[src/rtl/muldiv_sequencer.sv]
// muldiv_sequencer
// Multi-cycle unsigned 32-bit MUL / DIVU / REMU controller that borrows the
// execute-stage ALU while busy. It has no arithmetic of its own: every
// iteration is one ALU operation, and alu_result is captured on the same edge.
//
// Ports
//   clk, reset          rising-edge clock, async active-high reset
//   start, op           request (00 MUL, 01 DIVU, 10 REMU, 11 reserved)
//   operand_a/b         operands, sampled on accept (IDLE or DONE)
//   busy, done          busy in work states; done is a one-cycle pulse
//   result, div_by_zero registered outcome, held until the next accept
//   alu_a/b, alu_ctrl   ALU drive (000 add, 001 sub, 111 signed slt)
//   alu_result          combinational ALU output
//
// Build option: MULDIV_EARLY_OUT_EN ends a MUL once the remaining multiplier
// bits are all zero (b=0 finishes straight from accept).
//
// state   | meaning
// IDLE    | waiting for start
// MUL_ADD | shift-add step: acc += mplier[0] ? mcand : 0
// DIV_CMP | shift next dividend bit into rem, compare rem >= d
// DIV_SUB | conditional rem -= d, set quotient bit
// DONE    | result valid, done pulse; may accept a new request

module muldiv_sequencer #(
  parameter int WIDTH = 32
) (
  input  logic             clk,
  input  logic             reset,
  input  logic             start,
  input  logic [1:0]       op,
  input  logic [WIDTH-1:0] operand_a,
  input  logic [WIDTH-1:0] operand_b,
  output logic             busy,
  output logic             done,
  output logic [WIDTH-1:0] result,
  output logic             div_by_zero,
  output logic [WIDTH-1:0] alu_a,
  output logic [WIDTH-1:0] alu_b,
  output logic [2:0]       alu_ctrl,
  input  logic [WIDTH-1:0] alu_result
);

  generate
    if (WIDTH != 32) begin : g_width_check
      $error("muldiv_sequencer: only WIDTH=32 is supported");
    end
  endgenerate

  typedef enum logic [2:0] {
    S_IDLE    = 3'd0,
    S_MUL_ADD = 3'd1,
    S_DIV_CMP = 3'd2,
    S_DIV_SUB = 3'd3,
    S_DONE    = 3'd4
  } state_t;

  localparam logic [WIDTH-1:0] SIGN_BIT = {1'b1, {(WIDTH-1){1'b0}}};

  state_t           state;
  logic [1:0]       op_r;
  logic [5:0]       cnt;
  logic [WIDTH-1:0] acc, mcand, mplier;
  logic [WIDTH-1:0] rem, q, d;
  logic             ge;

  logic [WIDTH-1:0] rem_s, rem_nxt, q_nxt, mplier_sh;
  logic             last_iter;

  assign busy = (state == S_MUL_ADD) || (state == S_DIV_CMP) || (state == S_DIV_SUB);
  assign done = (state == S_DONE);

  assign rem_s     = {rem[WIDTH-2:0], q[WIDTH-1]};
  assign rem_nxt   = ge ? alu_result : rem;
  assign q_nxt     = {q[WIDTH-1:1], ge};
  assign mplier_sh = mplier >> 1;
  assign last_iter = (cnt == 6'd31);

  always_comb begin
    alu_a    = '0;
    alu_b    = '0;
    alu_ctrl = 3'b000;
    case (state)
      S_MUL_ADD: begin
        alu_a    = acc;
        alu_b    = mplier[0] ? mcand : '0;
        alu_ctrl = 3'b000;
      end
      S_DIV_CMP: begin
        // Flipping both sign bits turns the signed SLT into an unsigned compare.
        alu_a    = rem_s ^ SIGN_BIT;
        alu_b    = d ^ SIGN_BIT;
        alu_ctrl = 3'b111;
      end
      S_DIV_SUB: begin
        alu_a    = rem;
        alu_b    = d;
        alu_ctrl = 3'b001;
      end
      default: ;
    endcase
  end

  always_ff @(posedge clk or posedge reset) begin
    if (reset) begin
      state       <= S_IDLE;
      op_r        <= 2'b00;
      cnt         <= '0;
      acc         <= '0;
      mcand       <= '0;
      mplier      <= '0;
      rem         <= '0;
      q           <= '0;
      d           <= '0;
      ge          <= 1'b0;
      result      <= '0;
      div_by_zero <= 1'b0;
    end else begin
      case (state)
        S_IDLE, S_DONE: begin
          if (start) begin
            op_r        <= op;
            cnt         <= '0;
            div_by_zero <= 1'b0;
            case (op)
              2'b00: begin
                acc    <= '0;
                mcand  <= operand_a;
                mplier <= operand_b;
`ifdef MULDIV_EARLY_OUT_EN
                if (operand_b == '0) begin
                  result <= '0;
                  state  <= S_DONE;
                end else begin
                  state  <= S_MUL_ADD;
                end
`else
                state  <= S_MUL_ADD;
`endif
              end
              2'b01, 2'b10: begin
                if (operand_b == '0) begin
                  div_by_zero <= 1'b1;
                  result      <= (op == 2'b01) ? '1 : operand_a;
                  state       <= S_DONE;
                end else begin
                  rem   <= '0;
                  q     <= operand_a;
                  d     <= operand_b;
                  state <= S_DIV_CMP;
                end
              end
              default: begin
                result <= '0;
                state  <= S_DONE;
              end
            endcase
          end else begin
            state <= S_IDLE;
          end
        end

        S_MUL_ADD: begin
          acc    <= alu_result;
          mcand  <= mcand << 1;
          mplier <= mplier_sh;
          cnt    <= cnt + 6'd1;
`ifdef MULDIV_EARLY_OUT_EN
          if (last_iter || (mplier_sh == '0)) begin
`else
          if (last_iter) begin
`endif
            result <= alu_result;
            state  <= S_DONE;
          end
        end

        S_DIV_CMP: begin
          // rem[31] is the bit shifted out of rem_s; if set, rem_s exceeds d.
          ge    <= rem[WIDTH-1] | ~alu_result[0];
          rem   <= rem_s;
          q     <= {q[WIDTH-2:0], 1'b0};
          state <= S_DIV_SUB;
        end

        S_DIV_SUB: begin
          rem <= rem_nxt;
          q   <= q_nxt;
          cnt <= cnt + 6'd1;
          if (last_iter) begin
            result <= (op_r == 2'b01) ? q_nxt : rem_nxt;
            state  <= S_DONE;
          end else begin
            state  <= S_DIV_CMP;
          end
        end

        default: state <= S_IDLE;
      endcase
    end
  end

endmodule

[config.mk]
export PLATFORM = sky130hd
export DESIGN_NAME = muldiv_sequencer
export DESIGN_NICKNAME = d
export VERILOG_FILES = /design/src/rtl/muldiv_sequencer.sv
export SDC_FILE = /design/constraint.sdc
export NUM_CORES = 1
export LEC_CHECK = 0
export CAP_MARGIN = 0
export CORE_MARGIN = 2
export CORE_UTILIZATION = 55
export CTS_CLUSTER_DIAMETER = 80
export DETAILED_ROUTE_END_ITERATION = 10
export DONT_BUFFER_PORTS = 1
export PLACE_DENSITY = 0.77
export RECOVER_POWER = 50
export SYNTH_ARGS = -nofsm -noshare
export SYNTH_HDL_FRONTEND = slang
export SYNTH_SLANG_ARGS = --single-unit
[constraint.sdc]
create_clock -name clk -period 9.91 [get_ports clk]
set_input_delay 1.982 -clock clk [delete_from_list [all_inputs] [get_ports clk]]
set_output_delay 1.982 -clock clk [all_outputs]
set_load 0.02 [all_outputs]
==> results.txt, run 1 <==
CTS tree -> done
Fin. max-slew vios -> 221
Clk sink count -> 237
I/O pins -> 203
Total of max-cap violations -> 4
Worst reg2reg setup slack -> 3.47 ns
Ys async rst share -> 100%
Detail Route Antenna Nets -> 0
Rel. slew slack -> -173%
Rows -> 54
Psw -> 2130 µW
Postcts setup bufs -> 0
Dominant cells by area after synthesis -> dfrtp_1 (48%), o21ai_0 (6.7%), nand2_1 (6.3%)
Crit path time final -> 6.92 ns
Post-Syn Nets -> 1365
Drt wl/cell -> 22.7 µm
Synth Area in XOR/XNOR -> 0.0707%
DRC errors left -> 0
Top sig layer -> met4
# diodes -> 0
Max clock buf depth -> 3
Critical path required time -> 7.93 ns
# resized after CTS -> 0
Area growth syn-to-layout -> 6.31%
Critical path's largest stage delay -> 1.74 ns
Routability cong. -> 0.886
CORE AREA -> 22000 µm²
Simple-gate share of the synthesized area -> 10.3%
Static Leakage -> 0.00622 µW
H-tree levels -> 1
CTS Buf Count -> 27
Sequential share of power -> 38.9%
Drt first pass iters -> 5
Mux cell area share after synthesis -> 14.8%
GR Util All Layers -> 28.6%
Failing checks -> capacitance limit, slew limit
Critical path data arrival time -> 4.94 ns
CP delay by family, top -> simple AND/OR/NAND/NOR gates
Clock root buffer -> clkbuf_16
Hold Buf Count CTS -> 0
Worst Path Max Fanout -> 42
Synth Register Bits -> 237
Switching Fraction -> 43.3%
Commonest cells after routing, fill and taps aside -> dfrtp_1 (236), nand2_1 (209), o21ai_0 (167)
EDFF count, synth -> 0
Least-Margin Pin Slew -> 4.07 ns
I/O Buffers -> 0
Yosys top cell by area -> dfrtp_1
Number of cells after detailed placement -> 1453
Routed Wire Length -> 33900 µm
Outcome -> finished, violations left
Part of the Yosys area used for sequential elements -> 47.9%
Clock power share -> 18.7%
Largest net degree at the start of global routing -> 129
Yosys warning count -> 0
CP Launch Type -> flip-flop
First-pass GRT wire length -> 54100 µm
Ys flop type -> dfrtp_1
Syn_area_per_cell -> 9.83 µm²
Hold Crit Depth -> 2
Netlist cell types -> 45
Worst Clk Skew -> 0.0139 ns
Hold/Removal Path Class -> flip-flop to flip-flop
Clock Pin Slew Worst Setup and Hold Paths -> 0.06 ns
Setup CP Type -> flip-flop to primary output
Fin. Hold Viols -> 0
Stages on worst setup path -> 3
DR iter-0 viols -> 765
Metal3 WL -> 3570 µm
Period utilization -> 69.9%
Hpwl dp -> 22300 µm
Worst-Skew Late Latency -> 0.54 ns
GR Overflow Total -> 0
Slowest cell on crit path -> nor2_1
Share of cells above drive strength 1 -> 10.7%
DIE AREA -> 23700 µm²
Initial antenna violation count -> 0
Finished Layout Cells -> 1495
Die width -> 154 µm
Cells on worst reg2reg path -> 5
Yosys top cell area share -> 47.9%
Vias -> 9635
Main combinational cell family by area after synthesis -> compound AO/OA/AOI/OAI gates
Vias per cell -> 6.44
Logic pwr share -> 42.4%
Cell breakdown of the critical path -> nand2b_1, nor2_1, buf_4
Post-Syn Area -> 12400 µm²
Starting Density -> 56.4%
Largest vdd supply drop -> 0.194 mV
Commonest non-fill, non-tap cell in the layout -> dfrtp_1
Compound-cell area share of the yosys netlist -> 21.2%
Adder-cell share of the synthesized area -> 0.404%
Mapped Cells -> 1260
Final setup viols -> 0
Buffers & Inverters on Critical Path -> 1
Fmax -> 144 MHz
Die height -> 154 µm
Unrepaired setup endpoints after global routing -> no
Crit. End Element -> primary output
Wl on met1 -> 14100 µm
Total Nets Final -> 1307
Setup TNS -> 0 ns
Routed wl met2 -> 15200 µm
PD cells -> 373 nW/µm²
Number of global-route vias before repair -> 9449
Internal power -> 2780 µW
[power groups by stage]
stage,logic (µW),registers [µW],clock network (µW)
final,2080,1910,915
after global routing,2300,1970,966
after detailed placement,2050,1910,0
after global placement,1990,1900,0
after floorplan,1780,1720,0
after CTS,2060,1900,932
[flip-flops by register name (all words and copies together), names as in the netlist]
signal,count
mcand,32
mplier,32
q,32
op_r,2
result,32
ge,1
d,32
state,3
div_by_zero,1
rem,32
acc,32
cnt,6
[cells in the mapped netlist, types with 5 or more instances]
| cell | n |
|---|---|
| a21o_1 | 31 |
| a22o_1 | 62 |
| a22oi_1 | 64 |
| and2_1 | 5 |
| buf_2 | 32 |
| buf_4 | 7 |
| buf_6 | 10 |
| clkbuf_1 | 51 |
| dfrtp_1 | 237 |
| inv_1 | 36 |
| mux2_1 | 30 |
| mux2_2 | 34 |
| mux2_4 | 32 |
| mux2i_1 | 63 |
| nand2_1 | 209 |
| nand3_1 | 7 |
| nor2_1 | 66 |
| nor4_1 | 8 |
| o211ai_1 | 32 |
| o21ai_0 | 167 |
| o21ai_1 | 36 |
[per-layer routing]
metal	vias to the layer above	GRT usage, %
li1	4366	-
met1	4708	40.2
met2	488	44.5
met3	73	6.43
met4	0	8.37
met5	-	0
[path summary, 6_finish.rpt]
kind                                     to      from
worst max-delay path            alu_ctrl[1]  state[1]
worst min-delay path                acc[17]   acc[17]
worst max register to register   mplier[28]  state[1]
worst min register to register      acc[17]   acc[17]
max in group asynchronous                ge     reset
min in group asynchronous             d[26]     reset
[cell families after synthesis]
kind of cell	count (synthesis)
AOI/OAI and AO/OA	407
adders and majority gates	4
DFF	237
xor gates and xnor gates	1
and+or+nand+nor	313
muxes	159
buffers and inverters	139
[stage by stage]
step                instance area, µm²  total power (µW)  hold slack (ns)  util [%]  worst slack [ns]
CTS                              13200              4890            0.472      60.1              4.70
global route                     13200              5230            0.492      60.0              2.73
global placement                 12400              3880            0.453      56.4              5.30
detailed placement               12400              3960            0.459      56.4              5.27
finish                           13200              4910            0.467      60.0              2.99
floorplan                        12400              3500            0.442         -              1.42
[worst min-delay path, delay by kind of cell (launching register included)]
kind,cells,cell delay (ns)
flops,1,0.33
simple gates,2,0.10
[final cells by class]
type                       instances  area (µm²)
inverter                          36         136
multi-input combinational        884        5840
timing repair buffer              16         116
tap                              280         350
clock inverter                     3        15.0
fill                            1815        8790
clock buffer                      39         781
sequential                       237        5930
(Power assumes the default switching activity.)
==> run 2: changes to the inputs <==
==> constraint.sdc (replaced) <==
create_clock -name clk -period 6.6 [get_ports clk]
set_input_delay 1.32 -clock clk [delete_from_list [all_inputs] [get_ports clk]]
set_output_delay 1.32 -clock clk [all_outputs]
set_load 0.02 [all_outputs]
==> run 2 against run 1 <==
- the run still ends with capacitance limit, slew limit left
- sequential power increased by 48%
- total power rose by 56%
- register-to-register slack got worse by 1.9 ns
- utilization is 1.0 points higher
- design area grew 1.7%
- global-route usage fell by 0.18 points
- final cell count is 0.40% higher
- clock skew is 0.0036 ns higher
- critical endpoint is now alu_ctrl[2]
==> results.txt, run 2 (synthesis results as in run 1) <==
Drt first pass iters -> 5 (unchanged)
Layout fillers -> 1819 (+0.22%)
First-pass GRT wire length -> 53600 µm (-0.97%)
Total Nets Final -> 1306 (-0.077%)
Fin. max-slew vios -> 147 (-33%)
Worst Slack Setup Final -> 1.22 ns (-1.77 ns)
Critical path data arrival time -> 4.06 ns (-0.88 ns)
Starting Density -> 56.4% (unchanged)
Commonest non-fill, non-tap cell in the layout -> dfrtp_1
GR Overflow Total -> 0 (unchanged)
Share of cells above drive strength 1 -> 11.1% (+0.44 points)
Static Leakage -> 0.00632 µW (+1.6%)
Crit. End Element -> primary output
CP Launch Type -> flip-flop
Outcome -> finished, violations left
Finished Layout Cells -> 1501 (+0.40%)
H-tree levels -> 1 (unchanged)
# resized after CTS -> 0 (unchanged)
I/O pins -> 203 (unchanged)
DIE AREA -> 23700 µm² (unchanged)
Number of global-route vias before repair -> 9366 (-0.88%)
Number of cells after detailed placement -> 1453 (unchanged)
Final Cell Area -> 13400 µm² (+1.7%)
Rows -> 54 (unchanged)
Routed Wire Length -> 33900 µm (-0.27%)
Die height -> 154 µm (unchanged)
Detail Route Antenna Nets -> 0 (unchanged)
Period utilization -> 81.6%
Setup CP Type -> flip-flop to primary output
Crit path time final -> 5.38 ns
Setup TNS -> 0 ns (unchanged)
Hpwl dp -> 22100 µm (-0.88%)
Fin. Hold Viols -> 0 (unchanged)
Largest net degree at the start of global routing -> 183 (+42%)
Clock root buffer -> clkbuf_16
Worst reg2reg setup slack -> 1.58 ns (-1.89 ns)
CORE AREA -> 22000 µm² (unchanged)
Clock Pin Slew Worst Setup and Hold Paths -> 0.06 ns (about the same)
Final setup viols -> 0 (unchanged)
Placed cell areas -> 12400 µm² (about the same)
Initial antenna violation count -> 0 (unchanged)
Vias -> 9583 (-0.54%)
Commonest cells after routing, fill and taps aside -> dfrtp_1 (236), nand2_1 (209), o21ai_0 (170)
PD cells -> 570 nW/µm² (+53%)
Routability cong. -> 0.886 (about the same)
# diodes -> 0 (unchanged)
Total of max-cap violations -> 4 (unchanged)
Area growth syn-to-layout -> 8.16%
Dpl ws -> 2.65 ns (-2.62 ns)
Hold/Removal Path Class -> flip-flop to flip-flop
Worst-Skew Late Latency -> 0.53 ns (about the same)
Clk sink count -> 237 (unchanged)
Fmax -> 186 MHz
Vias per cell -> 6.38 (-0.94%)
DR iter-0 viols -> 762 (-0.39%)
Critical path required time -> 5.28 ns (-2.65 ns)
Drt wl/cell -> 22.6 µm (-0.67%)
DRC errors left -> 0 (unchanged)
Least-Margin Pin Slew -> 3.02 ns (-1.05 ns)
Failing checks -> capacitance limit, slew limit
Largest vdd supply drop -> 0.263 mV (+35%)
Max clock buf depth -> 3 (unchanged)
CTS Buf Count -> 26 (-3.7%)
Die width -> 154 µm (unchanged)
CTS tree -> done
I/O Buffers -> 0 (unchanged)
Postcts setup bufs -> 0 (unchanged)
Rel. slew slack -> -101% (+72 points)
Hold Buf Count CTS -> 0 (unchanged)
GR Util All Layers -> 28.4% (-0.18 points)
Worst Path Max Fanout -> 42 (unchanged)
Worst Clk Skew -> 0.0175 ns (+0.00362 ns)
Unrepaired setup endpoints after global routing -> no
## run 2: cell count changes in the layout (fill, tap and decap cells not counted), sizes merged
| cell | before | now |
|---|---|---|
| buf | 15 | 14 |
| clkinv | 3 | 4 |
| bufinv | 0 | 8 |
| clkbuf | 40 | 37 |
| clkinvlp | 1 | 2 |
## run 2: final cells by class
| cell class | count | area, µm² | area share [%] |
|---|---|---|---|
| sequential | 237 | 5930 | 44.3 |
| multi-input combinational | 884 | 5830 | 43.5 |
| inverter | 36 | 136 | 1.02 |
| timing repair buffer | 16 | 125 | 0.934 |
| tap | 280 | 350 | 2.62 |
| clock inverter | 13 | 268 | 2.00 |
| clock buffer | 35 | 756 | 5.64 |
## run 2: path summary, 6_finish.rpt
path / from / end / depth (start not counted)
worst max-delay path: state[1] / alu_ctrl[2] / 2
worst min-delay path: acc[15] / acc[15] / 2
worst max register to register: state[1] / q[24] / 5
worst min register to register: acc[15] / acc[15] / 2
max in group asynchronous: reset / mcand[7] / 3
min in group asynchronous: reset / d[25] / 2
## run 2: routing by layer
metal / up-vias / global-route usage, % / wire (µm)
met3: 58 / 5.55 / 3290
met5: - / 0 / 0
met4: 0 / 7.70 / 947
li1: 4359 / - / -
met1: 4700 / 41.5 / 14500
met2: 466 / 43.4 / 15100
## run 2: through the flow
step	power [µW]	hold WS [ns]	utilization [%]
global placement	5830	0.454	56.5
floorplan	5260	0.442	-
global route	8130	0.491	61.0
finish	7640	0.470	61.0
CTS	7680	0.474	61.1
detailed placement	5940	0.459	56.5
## run 2: worst max-delay path, stage by stage (launching register included)
cell and delay, ns:
dfrtp_1 1.57, nand2b_1 0.43, nor2_1 1.54
## run 2: report_power, final
group          switching, µW  internal (µW)  leakage [µW]
clock network            593           1110      0.000501
registers                708           2130       0.00297
logic                   1900           1200       0.00285
total                   3200           4440       0.00632
